==> src/rtl/handshake_const_seq.sv <==
// Constant-token sequencer: each accepted control token releases the next
// entry of a parameter table through a one-entry registered output stage.
module handshake_const_seq #(
  parameter int unsigned                     DATA_WIDTH = 32,
  parameter int unsigned                     DEPTH      = 4,
  parameter logic [DEPTH*DATA_WIDTH-1:0]     TABLE      = '0,
  parameter bit                              WRAP       = 1'b1
) (
  input  logic                                          clk,
  input  logic                                          rst,
  input  logic                                          ctrl_valid,
  output logic                                          ctrl_ready,
  input  logic                                          restart,
  output logic [DATA_WIDTH-1:0]                         outs,
  output logic                                          outs_valid,
  input  logic                                          outs_ready,
  output logic                                          outs_last,
  output logic [((DEPTH > 1) ? $clog2(DEPTH) : 1)-1:0]  idx
);

  localparam int unsigned IW = (DEPTH > 1) ? $clog2(DEPTH) : 1;
  localparam logic [IW-1:0] LAST_IDX = IW'(DEPTH - 1);

  logic [DATA_WIDTH-1:0] outs_q, outs_d;
  logic                  outs_valid_q, outs_valid_d;
  logic                  outs_last_q, outs_last_d;
  logic [IW-1:0]         idx_q, idx_d;

  logic [DATA_WIDTH-1:0] table_word;
  logic                  ctrl_ready_c;
  logic                  ctrl_fire;
  logic                  out_fire;

  // Output stage can take a new token when empty or draining this cycle;
  // depends only on registered state and outs_ready, never on ctrl_valid.
  always_comb begin
    ctrl_ready_c = !outs_valid_q || outs_ready;
    ctrl_fire    = ctrl_valid && ctrl_ready_c;
    out_fire     = outs_valid_q && outs_ready;
  end

  // Table lookup at the current index.
  always_comb begin
    table_word = '0;
    for (int unsigned i = 0; i < DEPTH; i++) begin
      if (idx_q == IW'(i)) begin
        table_word = TABLE[i*DATA_WIDTH +: DATA_WIDTH];
      end
    end
  end

  // Index sequencing: advance on fire, wrap or saturate at the end,
  // restart overrides the advance but not the token being emitted.
  always_comb begin
    idx_d = idx_q;
    if (ctrl_fire) begin
      if (idx_q == LAST_IDX) begin
        idx_d = WRAP ? '0 : LAST_IDX;
      end else begin
        idx_d = idx_q + IW'(1);
      end
    end
    if (restart) begin
      idx_d = '0;
    end
  end

  // Output register: load on ctrl fire, empty on drain, otherwise hold.
  always_comb begin
    outs_d       = outs_q;
    outs_last_d  = outs_last_q;
    outs_valid_d = outs_valid_q;
    if (ctrl_fire) begin
      outs_d       = table_word;
      outs_last_d  = (idx_q == LAST_IDX);
      outs_valid_d = 1'b1;
    end else if (out_fire) begin
      outs_valid_d = 1'b0;
    end
  end

  // State registers; reset drops any held token.
  always_ff @(posedge clk or negedge rst) begin
    if (!rst) begin
      outs_q       <= '0;
      outs_last_q  <= 1'b0;
      outs_valid_q <= 1'b0;
      idx_q        <= '0;
    end else begin
      outs_q       <= outs_d;
      outs_last_q  <= outs_last_d;
      outs_valid_q <= outs_valid_d;
      idx_q        <= idx_d;
    end
  end

  assign ctrl_ready = ctrl_ready_c;
  assign outs       = outs_q;
  assign outs_last  = outs_last_q;
  assign outs_valid = outs_valid_q;
  assign idx        = idx_q;

endmodule

==> config.mk <==
export PLATFORM = sky130hd
export DESIGN_NAME = handshake_const_seq
export DESIGN_NICKNAME = d
export VERILOG_FILES = /design/src/rtl/handshake_const_seq.sv
export SDC_FILE = /design/constraint.sdc
export NUM_CORES = 1
export LEC_CHECK = 0
export ABC_AREA = 0
export CAP_MARGIN = 0
export CORE_UTILIZATION = 29
export CTS_CLUSTER_DIAMETER = 150
export CTS_CLUSTER_SIZE = 25
export DETAILED_ROUTE_END_ITERATION = 8
export GPL_TIMING_DRIVEN = 0
export PLACE_DENSITY = 0.8
export SLEW_MARGIN = 20
export SYNTH_ARGS = -nofsm -noshare
export SYNTH_HDL_FRONTEND = slang
export SYNTH_SLANG_ARGS = --single-unit
==> constraint.sdc <==
create_clock -name clk -period 1.2 [get_ports clk]
set_input_delay 0.24 -clock clk [delete_from_list [all_inputs] [get_ports clk]]
set_output_delay 0.24 -clock clk [all_outputs]
set_load 0.01 [all_outputs]
After elaboration in Yosys (flattened, before gate mapping)
Cells that the tools add are included.
{ "word_totals": {"inputBits": 5, "out_inout_bits": 37, "ff_bits": 4, "word_cells": 16} }
{ "classes": {"n_reduce_logical": 6, "mux": 5, "n_eq_ne": 1, "addsub": 1} }
{ "op_table": {"columns": ["op", "n"], "rows": [
  ["2-to-1 mux 2 bit", 3],
  ["nonzero test 2 bit", 2],
  ["adder 2 x 1 -> 2 bit (second input constant)", 1],
  ["== test 2 bit (second input constant)", 1],
  ["logical AND 1 bit", 2],
  ["2-to-1 mux 1 bit", 2],
  ["zero test 1 bit", 1],
  ["logical OR 1 bit", 1]
]} }

Depth between registers and ports, before layout
Gate-level depths: netlist of run 1.
{ "logic_depth": {"ltp_word": 5, "mapped_depth": 4, "depth_no_buf": 4} }

Least setup slack after synthesis of run 1
Ideal clock, no wire load.
{ "synth_path": {"kind": "flip-flop to flip-flop", "from": "register outs_valid_q (netlist: outs_valid)", "to": "register outs_last_q (netlist: outs_last)", "period_less_slack_ps": 1087, "setup_time_ps": 125, "path_buffers": 0, "arrival_ps": 962, "stages_incl_launch_ff": 4, "setup_slack_ps": 113, "required_ps": 1075, "path_cell_list": "dfrtp_1 -> nand2b_4 -> and2_4 -> mux2_4"} }
{ "synth_between": {"elab_chain_cells": 3} }
{ "synth_rtl": {"columns": ["item", "line", "text"], "rows": [
  ["start: declaration", "25", "logic outs_valid_q, outs_valid_d;"],
  ["start signal: assignment", "92", "outs_valid_q <= outs_valid_d;"],
  ["zero test 1 bit", "37", "ctrl_ready_c = !outs_valid_q || outs_ready;"],
  ["logical OR 1 bit", "37", null],
  ["net ctrl_ready", "12", "output logic ctrl_ready,"],
  ["logical AND 1 bit", "38", "ctrl_fire = ctrl_valid && ctrl_ready_c;"],
  ["end signal: assignment", "91", "outs_last_q <= outs_last_d;"],
  ["end: declaration", "26", "logic outs_last_q, outs_last_d;"]
]} }
The timed path passes the listed nets, and every way through them passes these cells.
A chain may end at the register's enable or synchronous reset.

Worst setup path in the final report of run 1
{ "layout_path": {"from": "register idx_q[1] (netlist: idx[1])", "to": "output idx[1] (netlist name)"} }
{ "layout_lines": {"columns": ["item", "line", "text"], "rows": [
  ["start: declaration", "27", "logic [IW-1:0] idx_q, idx_d;"],
  ["start signal: assignment", "93", "idx_q <= idx_d;"],
  ["end: declaration", "18", "output logic [((DEPTH > 1) ? $clog2(DEPTH) : 1)-1:0] idx"]
]} }
No word-level cell between the ends.

==> out/summary.txt, run 1 <==
Clk root buf - clkbuf_4
Final period util - 96.2%
Pin count of the biggest net entering global routing - 6
Data required, critical path - 0.96 ns
1st-pass router iterations - 1
Yosys cell types - 13
Total power - 0.499 mW
Post-synthesis sequential element count - 4
Buffers on Ports - 9
Vias per cell - 3.05
Routed wire length - 686 µm
Die width - 41.1 µm
Critical Path Start Type - flip-flop
R2R depth - 3
Asr flop ratio synth - 100%
Leakage power - 0.437 nW
Placer Congestion - 0.536
CP Class - flip-flop to output pin
WP buf/inv - 1
1st-iter DRT viols - 0
Post-detailed-route DRC marker count - 0
Clock buffer depth - 2
Share of layout cells above drive strength 1 - 42.4%
CP arrival - 0.91 ns
Post-DP HPWL - 650 µm
CP peak stage delay - 0.39 ns
H-tree depth - 1
R2r startpoint - outs_valid$_DFFE_PN0P_
Crit path max-delay cell type - dfrtp_1
Final nets - 100
Total CTS buffers - 3
Synth top area share - 54.2%
Pwr/cell area - 727 mW/mm²
Initial antenna violation count - 0
Most instantiated library cell after synthesis - buf_4
Crit path time final - 1.15 ns
EDFF count, synth - 0
Pre-CTS worst setup slack - -0.438 ns
Setup bufs post-CTS - 0
Final Hold Fails - 0
Die Area - 0.00169 mm²
Status - finished clean
Clock sinks - 4
Crit. End Element - output pin
Drt wl/cell - 6.41 µm
CTS tree - yes
Number of cells on the critical path - 1
Placed insts - 104
Vias - 326
Reg clk slew, reported paths - 0.04 ns
Slew Limit Fails - 0
Worst hold path type - input pin to asynchronous set/reset pin
Area Growth Syn to Fin - 55.1%
Final setup margin - 0.0452 ns
Total grt overflow - 0
Max-Cap Viols - 0
Critical path fanouts, max - 3
Die span in y - 41.1 µm
Commonest cells in the netlist - buf_4 (32), dfrtp_1 (4), nand2b_1 (2), o21ai_0 (2)
Final Skew - 0.00109 ns
Final Non-Filler Cells - 107
Vias in the first global route - 224
Initial Util - 32.4%
Top delay family on crit path - flip-flops
Post-synthesis sequential area ratio - 22.6%
RSZ-0062 raised after global routing - false
Core area - 0.00137 mm²
Max Clock Freq - 866 MHz
Worst-skew pair later-pin latency - 0.23 ns
Synth area leaders - buf_4 (54%), dfrtp_1 (23%), mux2_4 (3.4%)
Global Route Usage Sum - 8.37%
ANT cells - 0
CP Cell Sequence - dlygate4sd2_1
Ports - 42
Crit path to - idx[1]
Final setup viols - 0
First-pass GRT wire length - 828 µm
Yosys warns - 0
Antenna viol nets, final - 0
Rows - 13
Synth Area per Inst - 9.04 µm²
Post-CTS Resized - 10
VDD IR max - 272 µV
Gate count after technology mapping - 49
Primary FF master, synth - dfrtp_1
R2r endpoint - outs_last$_DFFE_PN0P_
Leading area contributor after synthesis - buf_4
Fill count - 136
Cell Area, Synth - 443 µm²
Worst R2R Setup Slack - 0.14 ns
Hold buffers post-CTS - 0
Critical Path Start - idx[1]$_DFFE_PN0P_
-- layout by cell type (no fill, tap or decap) --
cell,Yosys,routed
nand3_1,1,1
clkbuf_4,0,3
nand2b_4,1,1
buf_4,32,32
nand4b_1,1,1
clkdlybuf4s15_1,0,1
clkdlybuf4s50_1,0,3
ha_1,1,1
mux2_4,1,1
o21ai_0,2,2
nand2b_1,2,2
conb_1,1,32
dfrtp_1,4,4
dlygate4sd2_1,0,4
and2_4,1,1
nor3_1,1,1
or2b_1,1,1
buf_6,0,1
-- worst register-to-register path, cell delays in order, from the launching register on --
cell,delay [ns]
dfrtp_1,0.39
nand2b_4,0.10
and2_4,0.16
mux2_4,0.29
-- cell type report --
type / count / area, µm² / area share (%)
buffer: 32 / 240 / 35.0
multi-input combinational: 44 / 219 / 31.9
sequential: 4 / 100 / 14.6
timing repair buffer: 9 / 86.3 / 12.6
clock buffer: 3 / 22.5 / 3.28
tap: 15 / 18.8 / 2.73
-- power by group --
part           switching (mW)  leakage [nW]  internal, mW
Combinational          0.0834         0.371         0.105
Clock                  0.0474        0.0138         0.111
Sequential            0.00846        0.0516         0.144
-- cells by family (layout without fill, tap and decap cells) --
kind of cell             after synthesis  in the layout  share of synthesized area, %
flip-flops                             4              4                          22.6
AO/OA/AOI/OAI                          2              2                          2.26
AND/OR/NAND/NOR                        8              8                          13.8
buffers and inverters                 32             44                          54.2
other                                  1             32                         0.847
adder cells (fa/ha/maj)                1              1                          2.82
multiplexers                           1              1                          3.39
-- stage by stage --
step	instance area (µm²)	TNS [ns]	util [%]	hold WS, ns
2_1_floorplan	559	0	-	-0.0556
3_3_place_gp	668	-0.604	48.9	0.451
3_5_place_dp	668	-0.773	48.9	0.453
4_1_cts	686	0	50.2	0.210
5_1_grt	687	0	50.3	0.207
6_report	687	0	50.3	0.212
-- routing by layer --
metal  wire (µm)  track usage [%]
met4          12             12.5
met5           0                0
met2         394             14.1
met1         196             6.73
met3          82             1.63
-- registers in the layout (all words and copies together) (netlist names) --
name and cells:
idx 2, outs_valid 1, outs_last 1
-- worst min-delay path by stage --
stage,start,to,slack [ns],cells past startpoint
after floorplan,rst,idx[0]$_DFFE_PN0P_,-0.06,0
after global placement,rst,outs_last$_DFFE_PN0P_,0.45,1
after detailed placement,rst,idx[1]$_DFFE_PN0P_,0.45,1
after CTS,rst,idx[1]$_DFFE_PN0P_,0.21,1
after global routing,rst,idx[1]$_DFFE_PN0P_,0.21,1
final,rst,idx[1]$_DFFE_PN0P_,0.21,1
Power figures use the tool's default switching activity.
==> run 2: changes to the inputs <==
--- a/config.mk
+++ b/config.mk
@@ -13,6 +13,7 @@
 export DETAILED_ROUTE_END_ITERATION = 8
 export GPL_TIMING_DRIVEN = 0
 export PLACE_DENSITY = 0.8
+export RECOVER_POWER = 50
 export SLEW_MARGIN = 20
 export SYNTH_ARGS = -nofsm -noshare
 export SYNTH_HDL_FRONTEND = slang
==> out/summary.txt, run 2 (synthesized netlist as in run 1, its figures left out) <==
Crit path max-delay cell type - dfrtp_1 (unchanged)
Vias - 326 (unchanged)
Top delay family on crit path - flip-flops (unchanged)
Pwr/cell area - 726 mW/mm² (was 727 mW/mm²)
Clock sinks - 4 (unchanged)
Total CTS buffers - 3 (unchanged)
CP Cell Sequence - dlygate4sd2_1 (unchanged)
Reg clk slew, reported paths - 0.04 ns (about the same)
Max-Cap Viols - 0 (unchanged)
CP Class - flip-flop to output pin (unchanged)
Final Skew - 0.00109 ns (unchanged)
Final nets - 100 (unchanged)
Total grt overflow - 0 (unchanged)
Die width - 41.1 µm (unchanged)
RSZ-0062 raised after global routing - false (unchanged)
CP peak stage delay - 0.39 ns (about the same)
Ports - 42 (unchanged)
Crit path time final - 1.15 ns (about the same)
Number of cells on the critical path - 1 (unchanged)
Sw Pwr - 0.139 mW (about the same)
Multi-input gate area - 219 µm² (unchanged)
Antenna viol nets, final - 0 (unchanged)
Final Hold Fails - 0 (unchanged)
Post-layout util - 50.3% (unchanged)
Fill count - 136 (unchanged)
WP buf/inv - 1 (unchanged)
Pin count of the biggest net entering global routing - 6 (unchanged)
Share of layout cells above drive strength 1 - 42.4% (unchanged)
Hold buffers post-CTS - 0 (unchanged)
Final setup viols - 0 (unchanged)
Clock share of power - 31.8% (about the same)
Combinational share of power - 37.7% (about the same)
Worst hold path type - input pin to asynchronous set/reset pin (unchanged)
ANT cells - 0 (unchanged)
Switching Share - 27.9% (about the same)
Final period util - 96.1% (was 96.2%)
CP arrival - 0.91 ns (about the same)
Setup bufs post-CTS - 0 (unchanged)
Pint - 0.359 mW (was 0.360 mW)
Post-detailed-route DRC marker count - 0 (unchanged)
Post-DP HPWL - 650 µm (unchanged)
Placer Congestion - 0.536 (unchanged)
Rows - 13 (unchanged)
Most frequent cells in the layout - buf_4 (32), conb_1 (32), dfrtp_1 (4), dlygate4sd2_1 (4), clkbuf_4 (3) (was buf_4 (32), conb_1 (32), dfrtp_1 (4), dlygate4sd2_1 (4))
Critical Path Start Type - flip-flop (unchanged)
Global Route Usage Sum - 8.37% (unchanged)
1st-iter DRT viols - 0 (unchanged)
Sequential standard cell area - 100 µm² (unchanged)
Initial Util - 32.4% (unchanged)
Core area - 0.00137 mm² (unchanged)
Crit. End Element - output pin (unchanged)
Vias in the first global route - 224 (unchanged)
Routed wire length - 686 µm (unchanged)
Share of power burned in registers - 30.5% (about the same)
First-pass GRT wire length - 828 µm (unchanged)
H-tree depth - 1 (unchanged)
Die span in y - 41.1 µm (unchanged)
Die Area - 0.00169 mm² (unchanged)
CTS tree - yes (unchanged)
Vias per cell - 3.05 (unchanged)
1st-pass router iterations - 1 (unchanged)
Max reg flops - 2 (unchanged)
Clk root buf - clkbuf_4 (unchanged)
Hold Slack - 0.283 ns (was 0.212 ns)
Worst R2R Setup Slack - 0.14 ns (about the same)
Slew Limit Fails - 0 (unchanged)
Status - finished clean (unchanged)
Initial antenna violation count - 0 (unchanged)
Area Growth Syn to Fin - 55.1% (unchanged)
Clock buffer depth - 2 (unchanged)
VDD IR max - 272 µV (about the same)
Critical path fanouts, max - 3 (unchanged)
Data required, critical path - 0.96 ns (about the same)
Post-CTS Resized - 10 (unchanged)
Max Clock Freq - 867 MHz (was 866 MHz)
R2R depth - 3 (unchanged)
Worst-skew pair later-pin latency - 0.23 ns (about the same)
Leakage power - 0.437 nW (about the same)
Drt wl/cell - 6.41 µm (unchanged)
Buffers on Ports - 9 (unchanged)
[run 2: changes by cell type in the layout (fill, tap and decap cells not counted)]
| cell | delta |
|---|---|
| clkdlybuf4s50_1 | -1 |
| dlygate4sd3_1 | +1 |
[run 2: power groups by stage]
stage          Combinational (mW)  Clock [mW]  Sequential, mW
4_1_cts                     0.184       0.167           0.152
5_1_grt                     0.209       0.178           0.153
3_3_place_gp                0.188           0           0.153
6_report                    0.188       0.159           0.152
2_1_floorplan               0.145           0           0.156
3_5_place_dp                0.190           0           0.154
[run 2: worst paths after layout]
path	end	start
max	idx[1]	idx[1]$_DFFE_PN0P_
min	idx[1]$_DFFE_PN0P_	rst
max reg2reg	outs_last$_DFFE_PN0P_	outs_valid$_DFFE_PN0P_
min reg2reg	outs_last$_DFFE_PN0P_	outs_last$_DFFE_PN0P_
max in group asynchronous	idx[0]$_DFFE_PN0P_	rst
min in group clk	outs_last$_DFFE_PN0P_	outs_last$_DFFE_PN0P_
[run 2: area by class of cell]
class | count | area share (%)
Multi-Input combinational cell | 44 | 31.9
Tap cell | 15 | 2.73
Timing Repair Buffer | 9 | 12.6
Buffer | 32 | 35.0
Sequential cell | 4 | 14.6
Clock buffer | 3 | 3.28
[run 2: metal layers]
metal | track usage (%) | vias up | part of all wire [%]
li1 | - | 177 | -
met1 | 6.73 | 125 | 29
met2 | 14.1 | 22 | 57
met3 | 1.63 | 2 | 11
met4 | 12.5 | 0 | 1.7
met5 | 0 | - | 0
[run 2: per-stage QoR]
stage          TNS [ns]  power, mW  std cells  instance area, µm²  setup slack (ns)
2_1_floorplan         0      0.301         80                 559             0.113
3_3_place_gp     -0.604      0.341        104                 668            -0.406
3_5_place_dp     -0.773      0.344        104                 668            -0.438
4_1_cts               0      0.504        107                 686            0.0128
5_1_grt               0      0.541        107                 687           0.00285
6_report              0      0.499        107                 687            0.0467
==> run 3: changes to the inputs <==
--- a/config.mk
+++ b/config.mk
@@ -14,7 +14,7 @@
 export GPL_TIMING_DRIVEN = 0
 export PLACE_DENSITY = 0.8
 export RECOVER_POWER = 50
-export SLEW_MARGIN = 20
+export SLEW_MARGIN = 5
 export SYNTH_ARGS = -nofsm -noshare
 export SYNTH_HDL_FRONTEND = slang
 export SYNTH_SLANG_ARGS = --single-unit
==> results of run 3 <==
No change in the layout: final DEF, timing and power equal those of run 2.
